[src/rtl/bin_to_bcd.sv]
// -----------------------------------------------------------------------------
// bin_to_bcd
//
// Purpose:
//    Converts a 16-bit unsigned binary value into four BCD digits. The converter
//    is sequential and uses the shift-and-add-3 (double-dabble) method, one input
//    bit per clock. A five-digit accumulator holds the full range 0..65535.
//    Values above 9999 raise ovf. The SATURATE parameter selects what bcd_out
//    shows on overflow: 9999 (SATURATE=1), or the low four decimal digits
//    (SATURATE=0).
//
// Parameters:
//    SATURATE : 1 = clamp bcd_out to 16'h9999 on overflow.
//               0 = keep the low four decimal digits (bin_in mod 10000).
//
// Ports:
//    clk     in   1   system clock, rising edge
//    rst     in   1   synchronous active-high reset
//    start   in   1   conversion request, sampled only while idle
//    bin_in  in  16   unsigned binary value, captured when start is accepted
//    busy    out  1   high while a conversion is in flight (SHIFT and FIN)
//    done    out  1   one-cycle pulse when bcd_out/ovf take a new result
//    bcd_out out 16   {thousands, hundreds, tens, units}
//    ovf     out  1   the last converted value exceeded 9999
// -----------------------------------------------------------------------------
module bin_to_bcd #(
   parameter int SATURATE = 1
) (
   input  logic        clk,
   input  logic        rst,
   input  logic        start,
   input  logic [15:0] bin_in,
   output logic        busy,
   output logic        done,
   output logic [15:0] bcd_out,
   output logic        ovf
);

   typedef enum logic [1:0] {
      IDLE  = 2'd0,
      SHIFT = 2'd1,
      FIN   = 2'd2
   } state_t;

   state_t      r_state;
   logic [15:0] r_shiftReg;
   logic [19:0] r_accum;
   logic [4:0]  r_count;
   logic        r_busy;
   logic        r_done;
   logic [15:0] r_bcd;
   logic        r_ovf;

   logic [19:0] w_adjusted;
   logic        w_overflow;
   logic [15:0] w_result;

   // Add-3 correction for every digit of the accumulator. Any digit of 5 or
   // more would become 10 or more when shifted, so adding 3 now makes the shift
   // carry it into the next digit. This keeps every nibble a valid decimal digit.
   always_comb begin
      w_adjusted = r_accum;
      for (int d = 0; d < 5; d++) begin
         if (r_accum[d*4 +: 4] >= 4'd5) begin
            w_adjusted[d*4 +: 4] = r_accum[d*4 +: 4] + 4'd3;
         end
      end
   end

   // A nonzero ten-thousands digit means the value does not fit in four BCD
   // digits. The overflow policy then picks between the clamp value and the
   // low four digits.
   assign w_overflow = (r_accum[19:16] != 4'd0);
   assign w_result   = (w_overflow && (SATURATE != 0)) ? 16'h9999 : r_accum[15:0];

   // Control FSM and datapath registers. The FSM takes a start request only in
   // IDLE. Each SHIFT cycle moves one binary bit into the accumulator. The
   // counter hits zero on the 16th SHIFT edge, and FIN then publishes the
   // result with a single done pulse. Reset has priority over everything and
   // drops any conversion in flight without a done pulse.
   always_ff @(posedge clk) begin
      if (rst) begin
         r_state    <= IDLE;
         r_shiftReg <= 16'd0;
         r_accum    <= 20'd0;
         r_count    <= 5'd0;
         r_busy     <= 1'b0;
         r_done     <= 1'b0;
         r_bcd      <= 16'h0000;
         r_ovf      <= 1'b0;
      end else begin
         r_done <= 1'b0;
         case (r_state)
            IDLE: begin
               if (start) begin
                  r_shiftReg <= bin_in;
                  r_accum    <= 20'd0;
                  r_count    <= 5'd16;
                  r_busy     <= 1'b1;
                  r_state    <= SHIFT;
               end
            end
            SHIFT: begin
               {r_accum, r_shiftReg} <= {w_adjusted, r_shiftReg} << 1;
               r_count <= r_count - 5'd1;
               if (r_count == 5'd1) begin
                  r_state <= FIN;
               end
            end
            FIN: begin
               r_bcd   <= w_result;
               r_ovf   <= w_overflow;
               r_done  <= 1'b1;
               r_busy  <= 1'b0;
               r_state <= IDLE;
            end
            default: begin
               r_busy  <= 1'b0;
               r_state <= IDLE;
            end
         endcase
      end
   end

   assign busy    = r_busy;
   assign done    = r_done;
   assign bcd_out = r_bcd;
   assign ovf     = r_ovf;

endmodule

[config.mk]
export PLATFORM = sky130hd
export DESIGN_NAME = bin_to_bcd
export DESIGN_NICKNAME = d
export VERILOG_FILES = /design/src/rtl/bin_to_bcd.sv
export SDC_FILE = /design/constraint.sdc
export NUM_CORES = 1
export LEC_CHECK = 0
export BUFFER_PORTS_ARGS = -buffer_cell sky130_fd_sc_hd__buf_4
export CELL_PAD_IN_SITES_DETAIL_PLACEMENT = 0
export CELL_PAD_IN_SITES_GLOBAL_PLACEMENT = 2
export CORE_MARGIN = 2
export CORE_UTILIZATION = 25
export CTS_BUF_LIST = sky130_fd_sc_hd__clkbuf_2
export CTS_CLUSTER_DIAMETER = 200
export DETAILED_ROUTE_END_ITERATION = 8
export PLACE_DENSITY_LB_ADDON = 0.2
export SLEW_MARGIN = 20
export SYNTH_ARGS = -nofsm -noshare
export SYNTH_HDL_FRONTEND = slang
export SYNTH_SLANG_ARGS = --single-unit
[constraint.sdc]
create_clock -name clk -period 1.7 [get_ports clk]
set_input_delay 0.34 -clock clk [delete_from_list [all_inputs] [get_ports clk]]
set_output_delay 0.34 -clock clk [all_outputs]
set_load 0.01 [all_outputs]
Yosys cells after proc, flatten, opt, wreduce, memory -nomap -nowiden
Cells that the tools add are included.
Cells by class
  muxes and demuxes: 18
  reductions and logical operators: 6
  add/sub/neg operators: 6
  eq/ne operators: 5
  bitwise logic cells: 1
  magnitude comparators: 5
Operators with widths (count)
  case mux 20 bit (2 select lines): 1
  2-to-1 mux 16 bit: 2
  case mux 16 bit (2 select lines): 1
  greater-or-equal comparator 4 x 3 -> 1 bit, second input constant: 5
  2-to-1 mux 20 bit: 1
  adder 4 x 2 -> 4 bit, second input constant: 4
  2-to-1 mux 4 bit: 4
  case mux 5 bit (2 select lines): 1
  AND reduction 2 bit: 3
  == test 5 x 1 -> 1 bit, second input constant: 1
  2-to-1 mux 5 bit: 1
  subtractor 5 x 1 -> 5 bit, second input constant: 1
  2-to-1 mux 2 bit: 2
  inequality test 2 bit, second input constant: 2
  case mux 2 bit (2 select lines): 1
  nonzero test 4 bit: 1
  adder 3 x 2 -> 3 bit, second input constant: 1
  2-to-1 mux 3 bit: 1
  == test 2 x 1 -> 1 bit, second input constant: 1
  == test 2 bit, second input constant: 1
  zero test 2 bit: 1
  2-to-1 mux 1 bit: 2
  case mux 1 bit (2 select lines): 1
  nonzero test 2 bit: 1
  NOT 1 bit: 1
Word-level totals
  logic and storage cells: 49
  output and inout port bits: 19
  register bits: 62
  input bits: 19

Logic depth before layout (Yosys ltp)
Gate-level depths: netlist (run 1).
  depth after elaboration: 3
  depth in mapped cells: 6
  depth with buffers taken out: 6

Worst setup path after synthesis (run 1)
OpenSTA, ideal clock, no wires.
  path type: reg-to-reg
  start point: register r_accum[9]
  end point: register r_accum[10]
  setup slack: 333 ps
  buffers on the path: 0
  stages on the path, launching flop included: 7
  arrival time: 1250 ps
  setup time: 117 ps
  clock period less this slack: 1367 ps
  required time: 1583 ps
  cell sequence: dfxtp_1 -> inv_1 -> ha_1 -> nand2b_1 -> a21oi_1 -> mux2i_1 -> a22o_1
Between the ends
  longest elaborated chain between the ends: 3
  elaborated cells between the ends (all ways): 4
  those cells by class: 1 x add/sub; 1 x order compare; 2 x mux
Ends and longest elaborated chain
  start: declaration: RTL line 47  | logic [19:0] r_accum;
  start signal: assignment: RTL line 104  | {r_accum, r_shiftReg} <= {w_adjusted, r_shiftReg} << 1;
  adder 4 x 2 -> 4 bit / greater-or-equal comparator 4 x 3 -> 1 bit (equally long branches): RTL line 65, 64
  2-to-1 mux 4 bit (*): RTL line 64  | if (r_accum[d*4 +: 4] >= 4'd5) begin
  case mux 20 bit (2 select lines) (*): RTL line 93  | case (r_state)
Mark *: on every way between the ends. The rest lies on a longest branch, timed or not.
A chain may end at the register's enable or synchronous reset.

Worst setup path in the final report (run 1)
Same ends and word-level chain as after synthesis.

==> impl_metrics.yaml, run 1 <==
critical_path:
  required_ns: 2.15
  path_max_fanout: 4
  reg2reg_to: "r_accum[10]"
  rrSetupSlack_ns: 0.12
  cp_slowest_cell: "dfxtp_1"
  cp_num_buf_inv: 1
  slowest_delay_ns: 0.43
  worst-endpoint-arrival_ns: 2.04
  path_cells: "inv_1 -> ha_1 -> nand2b_1 -> a21oi_1 -> mux2i_1 -> a22o_1"
  rr_worst_depth: 6
  worstSetupPathType: "reg2reg"
  cp-end-kind: "flop"
  start_kind: "flop"
  critPathTopFamily: "compound AO/OA/AOI/OAI gates"
  r2r_start: "r_accum[9]"
placed_design:
  dp_cells: 532
  dpl.hpwl_mm: 5.07
  gp_routability_congestion: 0.776
  port_buffers: 37
cts:
  post_cts.repair.setup_buffers: 0
  htreeDepth: 3
  clk_pin_slew_worst_paths_ns: 0.19
  cts_tree: "built"
  cts.sinks: 62
  cts_buffer_depth: 2
  numCtsBuffers: 9
  cts_root_buf: "clkbuf_2"
  clock_latency_ns: 0.48
global_routing:
  grtUsageMet3_pct: 3.74
  grt_util_met1_pct: 15.3
  grt_most_used_layer: "met2"
  global_route.usage.met2_pct: 20.1
  grt_max_degree: 41
  grt_overflow: 0
  first_global_vias: 2465
  grt_usage_pct: 12.1
  antenna_found_initial: 0
  grt_pass1_wl_mm: 12.5
sta:
  fin_worst_skew_ns: 0.0339
  hold_violations: 0
  fin_crit_sh_pct: 93.0
  period_minus_slack_ns: 1.58
  relSlewSlack_pct: 57.3
  holdWs_ns: 0.182
  rsz0062_at_grt: "no"
  fmax_mhz: 632
  worst_slew_pin_slew_ns: 0.640
  drv_slew: 0
  setup_viol: 0
logic_synthesis:
  ys_ff_latch: 62
  synthFlopType: "dfxtp_1"
  synthTopCellsByCount: "nor2_1, dfxtp_1, a21oi_1"
  syn_avg_cell_area_um2: 8.58
  ys_seq_area_share_pct: 40.3
  yosysTopAreaCell: "dfxtp_1"
  ys_types: 40
  synth_top_area_share_pct: 40.3
  syn_inst: 359
  ys_warn_count: 0
  synth.net_count: 391
  synth_area_leaders: "dfxtp_1, nor2_1, a21oi_1"
  synth.most_common_cell: "nor2_1"
  syn_area_um2: 3080
  async_flop_share_pct: 0
  synth_enable_flop_cells: 0
die:
  ios: 38
  dieWidth_um: 115
  core-area_um2: 12000
  std_cell_rows: 40
  die_area_um2: 13200
  die_h_um: 115
  initial_core_util_pct: 25.6
power_and_ir_drop:
  ir_drop_mv: 0.237
  p_leak_nw: 1.44
  pwr_density_cell_nw_per_um2: 753
cells_and_area:
  antennaDiodeCount: 0
  syn2layout_area_growth_pct: 15.8
  final_cells: 546
  drive_gt1_share_pct: 20.8
  nets: 428
routing:
  drt_iter0_drc: 81
  drc_errors: 0
  dr_total_vias: 2524
  routed_wl_mm: 7.65
  antenna_left: 0
  routed_via_density: 4.62
  wl_per_cell_um: 14.0
  drt-pass1-iter-count: 4
job:
  maxCapViolations: 0
worst_hold_path:
  hold_depth: 3
  whs_endpoint: "r_shiftReg[11]"
  hold_path_class: "in2reg"
  min_from: "bin_in[11]"
status:
  outcome: "finished clean"
[registers in the layout, summed over array words and instances, names as in the netlist]
signal      flops
bcd_out        16
busy            1
done            1
ovf             1
r_accum        20
r_count         5
r_shiftReg     16
r_state         2
[worst min-delay path, cell delays in order]
cell and delay, ns:
buf_4 0.08, o22ai_1 0.06, a21oi_1 0.13
[per-stage QoR]
| stage | worst slack (ns) | util [%] | power (mW) | setup TNS [ns] | area [um2] |
|---|---|---|---|---|---|
| after floorplan | 0.333 | - | 1.89 | 0 | 3080 |
| after global placement | -0.148 | 29.1 | 2.01 | -2.04 | 3490 |
| after detailed placement | -0.128 | 29.1 | 2.01 | -1.70 | 3490 |
| after CTS | 0.0909 | 29.7 | 2.76 | 0 | 3570 |
| after global routing | 0.00943 | 29.7 | 2.85 | 0 | 3570 |
| final | 0.118 | 29.7 | 2.69 | 0 | 3570 |
[power breakdown]
part	total, mW	switching (mW)	internal (mW)
Sequential	1.56	0.0453	1.52
Clock	0.718	0.551	0.167
Combinational	0.407	0.232	0.175
Total	2.69	0.828	1.86
[per-layer routing]
layer	vias to the layer above	share of wire, %
met1	1171	49
li1	1302	-
met4	0	0.94
met2	44	47
met5	-	0
met3	7	3.7
[logic make-up (layout without fill, tap and decap cells)]
logic type	after synthesis	in the layout	share of synthesized area (%)
adders and majority gates	13	13	5.28
xor gates and xnor gates	9	9	2.56
AOI/OAI and AO/OA	93	93	22.2
and+or+nand+nor	132	132	20.1
muxes	6	6	1.99
buffers and inverters	44	84	7.64
DFF	62	62	40.3
[repair_timing]
| item | in CTS | in global routing |
|---|---|---|
| endpoints found under the setup margin | 15 | 0 |
| resized for setup | 2 | 0 |
| hold buffers | 0 | 0 |
[placed cells by master (no fill, tap or decap), drive strengths merged, types with 2 or more instances in the layout]
cell type	count
nor3b	2
clkbuf	9
buf	48
dfxtp	62
nor3	18
xor2	4
a22o	14
a21oi	42
o21ai	12
inv	22
o22ai	3
nor2b	7
nand2	20
o221a	6
mux2i	5
a22oi	5
nand2b	9
nand3	5
nor2	69
a2111oi	6
xnor2	5
clkinv	4
ha	13
a211oi	2
[layout make-up]
class | instances | area (um2)
fill | 1337 | 8440
multi-input combinational | 253 | 1610
timing repair buffer | 48 | 373
tap | 147 | 184
sequential | 62 | 1240
clock buffer | 9 | 45.0
clock inverter | 5 | 28.8
inverter | 22 | 87.6
[worst max path at each step]
stage	cells past startpoint	startpoint	to	slack, ns
floorplan	6	r_accum[9]	r_accum[10]	0.33
global placement	5	start	r_accum[13]	-0.15
detailed placement	5	start	r_accum[18]	-0.13
CTS	6	r_accum[16]	bcd_out[12]	0.09
global route	6	r_accum[17]	bcd_out[8]	0.009
finish	6	r_accum[9]	r_accum[10]	0.12
Power figures use the tool's default switching activity.
==> run 2: changes to the inputs <==
==> constraint.sdc (replaced) <==
create_clock -name clk -period 1.7 [get_ports clk]
set_input_delay 0.17 -clock clk [delete_from_list [all_inputs] [get_ports clk]]
set_output_delay 0.17 -clock clk [all_outputs]
set_load 0.005 [all_outputs]
==> run 2 against run 1 <==
Compared with the run above: combinational power hardly changed; sequential cell count unchanged; cell count increased by 0.73%; die area unchanged; routed wire length is 0.42% lower; fmax up 2.5%; clock-buffer cell count grew 1; design area increased by 1.5%; via count is 0.52% higher; critical path type unchanged.
==> impl_metrics.yaml, run 2 (synthesis gave the netlist of run 1 again) <==
status:
  outcome: "finished clean"
cells_and_area:
  fillCellCount: 1315
  layout_common_cells: "nor2_1, dfxtp_1, buf_4"
  fin_area_um2: 3620
  antennaDiodeCount: 0
  nets: 431
  regMostFlops: "r_accum"
  largest_reg_flops: 20
  final_common_cell: "nor2_1"
  syn2layout_area_growth_pct: 17.6
  drive_gt1_share_pct: 21.3
routing:
  drt_iter0_drc: 59
  drt-met1-wl_mm: 3.62
  wl_per_cell_um: 13.9
  drt-pass1-iter-count: 4
  dr_total_vias: 2537
  wl_met3_um: 297
  antenna_left: 0
  routed_via_density: 4.61
  wl_met2_mm: 3.66
  routed_wl_mm: 7.62
  drc_errors: 0
  top_layer_used: "met4"
sta:
  fmax_mhz: 648
  setup_viol: 0
  rsz0062_at_grt: "no"
  relSlewSlack_pct: 57.5
  hold_violations: 0
  period_minus_slack_ns: 1.54
  fin_crit_sh_pct: 90.8
  fin_worst_skew_ns: 0.0278
  worst_slew_pin_slew_ns: 0.636
  drv_slew: 0
placed_design:
  dpl.hpwl_mm: 5.10
  gp_routability_congestion: 0.741
  placed_cell_area_um2: 3500
  port_buffers: 37
job:
  maxCapViolations: 0
cts:
  cts_root_buf: "clkbuf_2"
  htreeDepth: 3
  cts.sinks: 62
  clock_latency_ns: 0.50
  clk_pin_slew_worst_paths_ns: 0.18
  cts_buffer_depth: 2
  post_cts.repair.setup_buffers: 0
  cts_tree: "built"
  numCtsBuffers: 9
critical_path:
  required_ns: 2.12
  path_max_fanout: 4
  path_cells: "inv_1 -> ha_1 -> nand2b_1 -> a21oi_1 -> mux2i_1 -> a22o_1"
  slowest_delay_ns: 0.42
  worstSetupPathType: "reg2reg"
  worst-endpoint-arrival_ns: 1.96
  start_kind: "flop"
  cp-end-kind: "flop"
  rr_worst_depth: 6
  cp_slowest_cell: "dfxtp_1"
die:
  std_cell_rows: 40
  dieWidth_um: 115
  core-area_um2: 12000
  die_area_um2: 13200
  ios: 38
  die_h_um: 115
  initial_core_util_pct: 25.6
worst_hold_path:
  hold_depth: 3
  hold_path_class: "in2reg"
global_routing:
  grt_max_degree: 41
  first_global_vias: 2389
  grt_pass1_wl_mm: 12.2
  grt_usage_pct: 12.0
  grt_overflow: 0
  antenna_found_initial: 0
power_and_ir_drop:
  intPower_mw: 2.02
  p_comb_share_pct: 14.4
  power.switching_mw: 0.815
  pwr_density_cell_nw_per_um2: 783
  p_leak_nw: 1.47
  ir_drop_mv: 0.363
  p_total_mw: 2.84
  clkPwrFrac_pct: 30.6
  seq_power_share_pct: 55.0
  sw_frac_of_total_pct: 28.7
-- run 2: changes by cell type in the layout (fill, tap and decap cells not counted) --
cell,change
clkinv_1,-1
clkbuf_2,+1
dlygate4sd3_1,+2
clkinv_2,+1
bufinv_16,+1
clkinv_4,-1
buf_4,+1
-- run 2: layout make-up --
class                      count  area (um2)  area share, %
multi-input combinational    253        1610           44.4
sequential                    62        1240           34.3
timing repair buffer          51         400           11.0
tap                          147         184           5.08
inverter                      22        87.6           2.42
clock inverter                 5        51.3           1.42
clock buffer                  10        50.0           1.38
-- run 2: final timing paths --
kind / startpoint / endpoint / slack [ns]
worst max-delay path: r_accum[1] / r_accum[2] / 0.16
worst min-delay path: rst / r_accum[7] / 0.08
worst max register to register: r_accum[1] / r_accum[2] / 0.16
worst min register to register: bcd_out[14] / bcd_out[14] / 0.47
-- run 2: worst max-delay path: cells and delay by family, from the launching register on --
kind | cells | cell delay [ns]
AOI/OAI and AO/OA | 2 | 0.53
adders and majority gates | 1 | 0.18
buffers and inverters | 1 | 0.10
DFF | 1 | 0.42
muxes | 1 | 0.12
and+or+nand+nor | 1 | 0.13
-- run 2: power groups by stage --
stage | clock (mW) | sequential, mW | combinational [mW]
6_report | 0.869 | 1.56 | 0.408
5_1_grt | 0.975 | 1.57 | 0.458
4_1_cts | 0.921 | 1.56 | 0.421
3_5_place_dp | 0 | 1.59 | 0.415
3_3_place_gp | 0 | 1.59 | 0.413
2_1_floorplan | 0 | 1.58 | 0.301
-- run 2: repair_timing --
item                       CTS  global route
hold endpoints to repair     2             0
gates resized for setup      1             1
hold buffers                 2             0
pin swaps                    0             0
setup endpoints to repair   14             8
-- run 2: per-stage QoR --
step / utilization [%] / hold slack [ns] / setup TNS [ns] / std cells / setup slack, ns
4_1_cts: 30.1 / 0.0458 / 0 / 550 / 0.0571
3_3_place_gp: 29.1 / 0.445 / 0 / 533 / 0.0627
5_1_grt: 30.2 / 0.0491 / 0 / 550 / 0.00747
6_report: 30.2 / 0.0786 / 0 / 550 / 0.157
3_5_place_dp: 29.1 / 0.448 / -0.00440 / 533 / -0.00279
2_1_floorplan: - / 0.378 / 0 / 359 / 0.333
-- run 2: routing by layer --
| layer | GRT usage, % | up-vias |
|---|---|---|
| li1 | - | 1315 |
| met1 | 14.6 | 1177 |
| met2 | 20.5 | 41 |
| met3 | 4.32 | 4 |
| met4 | 2.89 | 0 |
| met5 | 0 | - |
==> run 3: changes to the inputs <==
--- a/config.mk
+++ b/config.mk
@@ -14,6 +14,7 @@
 export CTS_CLUSTER_DIAMETER = 200
 export DETAILED_ROUTE_END_ITERATION = 8
 export PLACE_DENSITY_LB_ADDON = 0.2
+export SETUP_SLACK_MARGIN = 0.4
 export SLEW_MARGIN = 20
 export SYNTH_ARGS = -nofsm -noshare
 export SYNTH_HDL_FRONTEND = slang
==> run 3 against run 2 <==
Compared with the run above: sequential power hardly changed; register-to-register slack better by 0.20 ns; clock-buffer cell count is 1 higher; critical path depth is 1 higher; clock power is 9.9% lower; non-clock buffer count is 21 higher; die area stayed put; first-iteration DRC count is 22% higher; combinational power is 28% higher; sequential cell count stayed put; cell count is 4.2% higher; power is 1.2% higher.
==> impl_metrics.yaml, run 3 (synthesis gave the netlist of run 1 again) <==
sta:
  period_minus_slack_ns: 1.34
  worst_slew_pin_slew_ns: 0.319
  hold_violations: 0
  rsz0062_at_grt: "yes"
  tns_ns: 0
  setup_viol: 0
  fin_worst_skew_ns: 0.0319
  drv_slew: 0
  fmax_mhz: 747
  fin_crit_sh_pct: 78.7
  relSlewSlack_pct: 78.8
power_and_ir_drop:
  ir_drop_mv: 0.297
  sw_frac_of_total_pct: 31.7
  p_leak_nw: 1.69
  intPower_mw: 1.96
  power.switching_mw: 0.910
  seq_power_share_pct: 54.6
  p_comb_share_pct: 18.2
  pwr_density_cell_nw_per_um2: 669
  clkPwrFrac_pct: 27.3
global_routing:
  grtUsageMet3_pct: 3.43
  grt_max_degree: 32
  global_route.usage.met2_pct: 21.5
  grt_most_used_layer: "met2"
  grt_pass1_wl_mm: 13.8
  antenna_found_initial: 0
  grt_usage_pct: 13.8
  grt_util_met1_pct: 18.2
  grt_overflow: 0
  first_global_vias: 2657
cells_and_area:
  final_cells: 573
  final_common_cell: "nor2_1"
  seqCellArea_um2: 1270
  layout_common_cells: "nor2_1, buf_4, dfxtp_1"
  drive_gt1_share_pct: 42.0
  fillCellCount: 1256
  fin_area_um2: 4300
  syn2layout_area_growth_pct: 39.4
  regMostFlops: "r_accum"
  largest_reg_flops: 20
  multi_input_area_um2: 1930
  nets: 453
  antennaDiodeCount: 0
critical_path:
  slowest_delay_ns: 0.38
  start_kind: "flop"
  cp_slowest_cell: "dfxtp_2"
  cp-end-kind: "flop"
  r2r_start: "r_accum[17]"
  required_ns: 2.19
  path_max_fanout: 8
  crit_start: "r_accum[17]"
  worst-endpoint-arrival_ns: 1.83
  worstSetupPathType: "reg2reg"
  path_cells: "inv_4 -> ha_4 -> nor3b_4 -> buf_6 -> o21bai_4 -> buf_12 -> a21oi_1"
cts:
  clock_latency_ns: 0.56
  htreeDepth: 3
  cts_buffer_depth: 2
  cts.sinks: 62
  numCtsBuffers: 9
  cts_root_buf: "clkbuf_2"
  clk_pin_slew_worst_paths_ns: 0.21
  cts_tree: "built"
die:
  ios: 38
  initial_core_util_pct: 25.6
  std_cell_rows: 40
  core-area_um2: 12000
  die_h_um: 115
  dieWidth_um: 115
  die_area_um2: 13200
worst_hold_path:
  min_from: "bin_in[1]"
  hold_path_class: "in2reg"
routing:
  dr_total_vias: 2697
  wl_per_cell_um: 15.4
  antenna_left: 0
  drt-pass1-iter-count: 4
  drt_iter0_drc: 72
  routed_via_density: 4.71
  routed_wl_mm: 8.81
  drc_errors: 0
status:
  outcome: "finished clean"
placed_design:
  gp_routability_congestion: 0.722
  port_buffers: 37
  dpl.hpwl_mm: 5.38
  placed_cell_area_um2: 3520
  dp_cells: 533
job:
  maxCapViolations: 0
run 3: changes by cell type in the layout (fill, tap and decap cells not counted), moves of 5 or more:
cell	before	now
a21oi_1	42	32
a21oi_4	0	6
buf_12	1	7
buf_4	48	54
dfxtp_1	62	43
dfxtp_2	0	15
ha_1	13	3
ha_4	0	6
inv_1	21	12
inv_2	0	6
nand2b_1	9	2
nand2b_4	0	7
nor2_1	65	60
run 3: stage by stage:
| stage | total power, mW | utilization [%] | hold slack, ns | setup WS, ns |
|---|---|---|---|---|
| final | 2.87 | 35.8 | 0.0645 | 0.362 |
| after global routing | 3.03 | 35.8 | 0.0498 | 0.296 |
| after CTS | 2.86 | 32.8 | 0.00351 | 0.370 |
| after detailed placement | 2.01 | 29.3 | 0.427 | 0.0219 |
| after global placement | 2.01 | 29.3 | 0.423 | 0.0389 |
| after floorplan | 1.88 | - | 0.378 | 0.407 |
run 3: what timing repair did:
item                       in CTS  in global routing
hold endpoints to repair        7                  0
setup buffers                  10                  5
setup endpoints to repair      60                 49
pin swaps                      12                 25
resized for setup              57                 51
hold buffers                    4                  0
gates cloned                    1                  4
run 3: final timing paths:
kind	endpoint	slack, ns	cells after the start
max	bcd_out[13]	0.36	7
min	r_shiftReg[1]	0.06	4
max reg2reg	bcd_out[13]	0.36	7
min reg2reg	bcd_out[13]	0.47	2
run 3: metal layers:
metal / wire length, um / vias to the layer above / part of all wire (%)
li1: - / 1365 / -
met5: 0 / - / 0
met2: 3930 / 32 / 45
met4: 158 / 0 / 1.8
met1: 4450 / 1284 / 51
met3: 262 / 16 / 3.0
run 3: area by class of cell:
| cell class | count | share of cell area (%) |
|---|---|---|
| clock buffer | 11 | 1.28 |
| clock inverter | 5 | 0.612 |
| inverter | 22 | 2.39 |
| multi-input combinational | 254 | 44.9 |
| sequential | 62 | 29.7 |
| tap | 147 | 4.28 |
| timing repair buffer | 72 | 16.9 |
run 3: power groups by stage:
stage,clock network [mW],registers (mW),logic (mW)
after global placement,0,1.59,0.418
after detailed placement,0,1.59,0.419
after CTS,0.827,1.56,0.474
final,0.783,1.57,0.522
after floorplan,0,1.58,0.302
after global routing,0.875,1.58,0.579
run 3: worst max-delay path, delay by kind of cell (launching register included):
family          cells  cell delay (ns)
flops               1             0.38
simple gates        1             0.24
buf+inv             3             0.36
fa+ha+maj           1             0.11
compound gates      2             0.16
